[src/rtl/dual_fetch_unit.sv]
// Fetch-side driver for a dual-issue instruction memory: owns the fetch PC, buffers fetched
// instruction pairs in a small FIFO and presents them to decode with a valid/ready handshake.
module dual_fetch_unit #(
  parameter int          FQ_DEPTH = 4,
  parameter logic [15:0] RESET_PC = 16'h0000
) (
  input  logic                       clk,
  input  logic                       rst,
  input  logic                       redirect_valid,
  input  logic [15:0]                redirect_pc,
  input  logic                       halt_req,
  output logic [15:0]                mem_pc,
  output logic                       mem_en,
  input  logic [31:0]                mem_instr1,
  input  logic [31:0]                mem_instr2,
  output logic                       dec_valid,
  input  logic                       dec_ready,
  output logic [31:0]                dec_instr1,
  output logic [31:0]                dec_instr2,
  output logic [15:0]                dec_pc,
  output logic [$clog2(FQ_DEPTH):0]  fq_count,
  output logic [1:0]                 fetch_state
);

  localparam int AW = $clog2(FQ_DEPTH);
  localparam int CW = AW + 1;

  typedef enum logic [1:0] {
    ST_IDLE  = 2'b00,
    ST_FETCH = 2'b01,
    ST_HALT  = 2'b10
  } state_t;

  state_t          r_state;
  logic [15:0]     r_pc;
  logic [AW-1:0]   r_head;
  logic [AW-1:0]   r_tail;
  logic [CW-1:0]   r_count;

  logic [31:0]     r_q_instr1 [FQ_DEPTH];
  logic [31:0]     r_q_instr2 [FQ_DEPTH];
  logic [15:0]     r_q_pc     [FQ_DEPTH];

  logic            w_not_empty;
  logic            w_full;
  logic            w_dec_valid;
  logic            w_pop;
  logic            w_push;
  logic            w_flush;

  assign w_not_empty = (r_count != '0);
  assign w_full      = (r_count == CW'(FQ_DEPTH));
  assign w_dec_valid = w_not_empty & ~redirect_valid;
  assign w_pop       = w_dec_valid & dec_ready;
  // A full queue may still accept a pair when the head leaves in the same cycle.
  assign w_push      = (r_state == ST_FETCH) & ~redirect_valid & (~w_full | w_pop);
  // Redirects have no effect in IDLE; the FSM always leaves IDLE on its own.
  assign w_flush     = redirect_valid & (r_state != ST_IDLE);

  // NOTE: the pair storage has no reset; dec_* are masked to zero while the queue is empty,
  // so the stale contents are never observable.
  always_ff @(posedge clk) begin
    if (w_push) begin
      r_q_instr1[r_tail] <= mem_instr1;
      r_q_instr2[r_tail] <= mem_instr2;
      r_q_pc[r_tail]     <= r_pc;
    end
  end

  // NOTE: every sequential assignment uses <= so all registers update from pre-edge values.
  always_ff @(posedge clk or posedge rst) begin
    if (rst) begin
      r_state <= ST_IDLE;
      r_pc    <= RESET_PC;
      r_head  <= '0;
      r_tail  <= '0;
      r_count <= '0;
    end else begin
      unique case (r_state)
        ST_IDLE:  r_state <= ST_FETCH;
        ST_FETCH: if (!redirect_valid && halt_req) r_state <= ST_HALT;
        ST_HALT:  if (redirect_valid) r_state <= ST_FETCH;
        default:  r_state <= ST_IDLE;
      endcase

      if (w_flush) begin
        r_pc    <= redirect_pc;
        r_head  <= '0;
        r_tail  <= '0;
        r_count <= '0;
      end else begin
        if (w_push) begin
          r_tail <= r_tail + AW'(1);
          r_pc   <= r_pc + 16'd2;
        end
        if (w_pop) begin
          r_head <= r_head + AW'(1);
        end
        r_count <= r_count + CW'(w_push) - CW'(w_pop);
      end
    end
  end

  assign mem_pc      = r_pc;
  assign mem_en      = w_push;
  assign dec_valid   = w_dec_valid;
  assign dec_instr1  = w_not_empty ? r_q_instr1[r_head] : 32'h0;
  assign dec_instr2  = w_not_empty ? r_q_instr2[r_head] : 32'h0;
  assign dec_pc      = w_not_empty ? r_q_pc[r_head]     : 16'h0;
  assign fq_count    = r_count;
  assign fetch_state = r_state;

endmodule

[config.mk]
export PLATFORM = sky130hd
export DESIGN_NAME = dual_fetch_unit
export DESIGN_NICKNAME = d
export VERILOG_FILES = /design/src/rtl/dual_fetch_unit.sv
export SDC_FILE = /design/constraint.sdc
export NUM_CORES = 1
export LEC_CHECK = 0
export CAP_MARGIN = 0
export CORE_MARGIN = 10
export CORE_UTILIZATION = 58
export CTS_CLUSTER_SIZE = 30
export DETAILED_ROUTE_END_ITERATION = 8
export PLACE_DENSITY = 0.84
export SYNTH_ARGS = -nofsm -noshare
export SYNTH_HDL_FRONTEND = slang
export SYNTH_SLANG_ARGS = --single-unit
[constraint.sdc]
create_clock -name clk -period 8.7 [get_ports clk]
set_clock_uncertainty 0.15 [all_clocks]
set_input_delay 1.305 -clock clk [delete_from_list [all_inputs] [get_ports clk]]
set_output_delay 1.305 -clock clk [all_outputs]
set_load 0.01 [all_outputs]
==> impl_metrics.ini <==
[run_status]
outcome = complete, no violations

[clock_network]
cts_tree = yes
clock_sink_count = 345
clk_root_buffer_cell = sky130_fd_sc_hd__clkbuf_16
clock_latency_ns = 0.51
cts-htree-levels = 2
clk_pin_slew_worst_setup_hold_paths_ns = 0.06
cts_hold_buffers = 0
ctsResizeCount = 0
cts_made_buffers = 35
clock_path_buffers = 3
cts_setup_buffers = 0

[floorplan]
die-width_um = 173
start_util_pct = 59.3
chipHeight_um = 173
floorplan.io_pins = 188
floorplan.die_area_um2 = 29800
core.rowCount = 55
area_of_the_placeable_core_um2 = 22800

[synth]
synth_fp_nets = 766
netlist_instances = 673
synth_seq_cells = 345
avgSynthCellArea_um2 = 20.1
synth_top_area_cell = sky130_fd_sc_hd__edfxtp_1
synth.area.top_cells = sky130_fd_sc_hd__edfxtp_1 71%, sky130_fd_sc_hd__mux4_2 13%, sky130_fd_sc_hd__dfrtp_1 4.6%, sky130_fd_sc_hd__nor2b_1 3.7%, sky130_fd_sc_hd__ha_1 0.65%
yosys.area.top_type_share_pct = 71.1
netlist_area_um2 = 13500
yosysUniqueCellTypes = 43
yosysSeqAreaShare_pct = 75.7
synth_warnings = 0

[placed_design]
gp_routability_congestion = 0.891
hpwlAfterDp_um = 17200
place.detailed.instances = 1148
placedInstanceArea_um2 = 15700
placement.io_buffers = 187

[route]
post_drt_wl_per_cell_um = 23.3
antenna_left = 0
dr.first_iter.drc_count = 681
drt_drc_violations_left = 0
drt-met1-wl_um = 11500
route.met2.wl_um = 14000
routed-via-count = 7118
highest_metal_layer_with_signal_wires = met5
route.final.wire_length_um = 28300
post_dr_vias_cell = 5.87
drt-pass1-iter-count = 5
detailroute.wirelength.met3_um = 2150

[grt]
overflow = 0
grt_pass1_wl_um = 43700
largest_net_degree_at_the_start_of_global_routing = 72
grtUsageTotal_pct = 18.6
initial_antenna_violation_count = 1
first_global_vias = 7469

[final_layout]
final_cell_area_um2 = 16900
number_of_inserted_filler_cells_in_the_final_layout = 1244
post_route_cells_drive_above_1_share_pct = 17.2
multi_input_comb_area_um2 = 3100
total_area_of_sequential_cells_um2 = 10200
postLayoutCoreUtil_pct = 74.2
synthToLayoutAreaGrowth_pct = 25.1
fin_nets = 965
final-instance-count-excl-fill = 1212
antenna_cells_inserted = 0
most-common-layout-cells = 320 x sky130_fd_sc_hd__edfxtp_1, 187 x sky130_fd_sc_hd__clkdlybuf4s50_1, 80 x sky130_fd_sc_hd__mux4_2, 80 x sky130_fd_sc_hd__nor2b_1, 35 x sky130_fd_sc_hd__clkbuf_16
final_common_cell = sky130_fd_sc_hd__edfxtp_1

[min_path]
worst_hold_path.endpoint = fetch_state[0]$_DFFE_PP0P_
hold_path_class = register to register
hold_wc_startpoint = fetch_state[0]$_DFFE_PP0P_
hold_depth = 1

[power]
vdd.ir_drop.worst_mv = 0.191
power.switching_mw = 1.46
share_of_power_burned_in_combinational_logic_pct = 29.4
netSwitchingFraction_pct = 27.7
power.share.clock_pct = 28.8
power.density_cell_area_nw_per_um2 = 312
power.sequential.fraction_pct = 41.8
leakagePower_nw = 5.48
power.internal_mw = 3.81

[worst_setup_path]
timing.critical_path.arrival_ns = 3.79
critical_path.reg2reg.startpoint = fetch_state[0]$_DFFE_PP0P_
worst-r2r-setup-slack_ns = 5.22
worst_r2r_endpoint = r_q_instr1[0][13]$_DFFE_PP_
cp-start-kind = primary input
required_ns = 7.24
ws_path_type = primary input to primary output
critical_path_peak_fanout = 12
worst-r2r-cell-count = 4
worst_setup_path_end_kind = primary output

[sta]
grt_setup_unrepaired = no
slew_violations = 0
timing.final.crit_share_pct = 60.3
fmax_mhz = 190
setup_viol_count_final = 0
finalCriticalPeriod_ns = 5.25
timing_hold_violations_final = 0
worst_slew_margin_rel_pct = 27.0
tightestPinTransition_ns = 1.10
finalSetupTns_ns = 0

[flow_run]
maxCapViolCount = 0
power groups by stage:
stage	clock, mW	sequential (mW)	combinational, mW
after global placement	0	2.22	1.54
after detailed placement	0	2.24	1.56
after floorplan	0	2.15	0.872
after global routing	1.61	2.23	1.66
final	1.52	2.20	1.55
after CTS	1.54	2.21	1.58
state kept, by name, indices dropped and copies added, names as in the netlist:
name / cells
fetch_state: 2
fq_count: 3
mem_pc: 16
r_head: 2
r_q_instr1: 128
r_q_instr2: 128
r_q_pc: 64
r_tail: 2
cells by family after synthesis:
logic type | Yosys count | synth area share [%]
xor gates and xnor gates | 9 | 0.583
adders and majority gates | 8 | 0.796
DFF | 345 | 75.7
and+or+nand+nor | 155 | 6.62
muxes | 84 | 13.6
buffers and inverters | 46 | 1.42
AOI/OAI and AO/OA | 26 | 1.21
per-stage QoR:
stage          setup slack (ns)  hold WS [ns]  total power, mW
4_1_cts                    3.47         0.424             5.33
6_report                   3.45         0.425             5.27
2_1_floorplan              3.84         0.404             3.02
5_1_grt                    3.27         0.468             5.51
3_3_place_gp               3.56         0.389             3.76
3_5_place_dp               3.50         0.406             3.80
critical path, cell delays in order:
cell	delay (ns)
sky130_fd_sc_hd__clkdlybuf4s50_1	0.53
sky130_fd_sc_hd__or3b_1	0.59
sky130_fd_sc_hd__nor2_1	0.67
sky130_fd_sc_hd__clkdlybuf4s50_1	0.69
area by class of cell:
| cell class | count | area share (%) |
|---|---|---|
| Timing Repair Buffer | 197 | 11.5 |
| Clock inverter | 20 | 1.44 |
| Clock buffer | 44 | 5.56 |
| Tap cell | 313 | 2.32 |
| Sequential cell | 345 | 60.6 |
| Multi-Input combinational cell | 282 | 18.4 |
| Inverter | 11 | 0.244 |
how the worst max path moves through the flow:
stage	cells past startpoint	to	from	slack, ns
2_1_floorplan	6	r_q_instr1[0][0]$_DFFE_PP_	redirect_valid	3.84
3_3_place_gp	4	mem_en	redirect_valid	3.56
3_5_place_dp	4	mem_en	redirect_valid	3.50
4_1_cts	4	mem_en	redirect_valid	3.47
5_1_grt	4	mem_en	redirect_valid	3.27
6_report	4	mem_en	redirect_valid	3.45
cells in the mapped netlist:
library cell,n
sky130_fd_sc_hd__a2bb2oi_1,1
sky130_fd_sc_hd__o211ai_1,1
sky130_fd_sc_hd__a211o_1,1
sky130_fd_sc_hd__or4_4,1
sky130_fd_sc_hd__dfrtp_1,25
sky130_fd_sc_hd__a21oi_1,4
sky130_fd_sc_hd__or3b_1,1
sky130_fd_sc_hd__mux2i_1,3
sky130_fd_sc_hd__o21ai_1,4
sky130_fd_sc_hd__and3_1,2
sky130_fd_sc_hd__nor2b_1,80
sky130_fd_sc_hd__fa_1,1
sky130_fd_sc_hd__a31oi_1,2
sky130_fd_sc_hd__buf_6,1
sky130_fd_sc_hd__clkbuf_1,22
sky130_fd_sc_hd__nand3_1,9
sky130_fd_sc_hd__inv_1,11
sky130_fd_sc_hd__nor4bb_1,1
sky130_fd_sc_hd__buf_2,9
sky130_fd_sc_hd__nor4_1,6
sky130_fd_sc_hd__nand4_1,3
sky130_fd_sc_hd__mux2_2,1
sky130_fd_sc_hd__mux4_2,80
sky130_fd_sc_hd__ha_1,7
sky130_fd_sc_hd__o21ai_0,8
sky130_fd_sc_hd__nand3b_1,1
sky130_fd_sc_hd__nand2_1,21
sky130_fd_sc_hd__a31o_2,1
sky130_fd_sc_hd__edfxtp_1,320
sky130_fd_sc_hd__a221o_1,2
sky130_fd_sc_hd__nor4b_1,2
sky130_fd_sc_hd__nor3b_1,2
sky130_fd_sc_hd__xor2_1,1
sky130_fd_sc_hd__xnor2_1,8
sky130_fd_sc_hd__buf_1,3
sky130_fd_sc_hd__nor3_1,4
sky130_fd_sc_hd__and2_1,6
sky130_fd_sc_hd__nand2b_1,1
sky130_fd_sc_hd__nor2_1,13
sky130_fd_sc_hd__o21a_1,1
sky130_fd_sc_hd__nor4_2,1
sky130_fd_sc_hd__or3_1,1
sky130_fd_sc_hd__o211a_1,1
metal layers:
| metal | track usage, % | vias to the layer above |
|---|---|---|
| li1 | - | 3081 |
| met1 | 25.0 | 3660 |
| met2 | 29.7 | 330 |
| met3 | 4.49 | 45 |
| met4 | 5.76 | 2 |
| met5 | 0 | - |
Note: power is estimated with default switching activity, not from simulation.
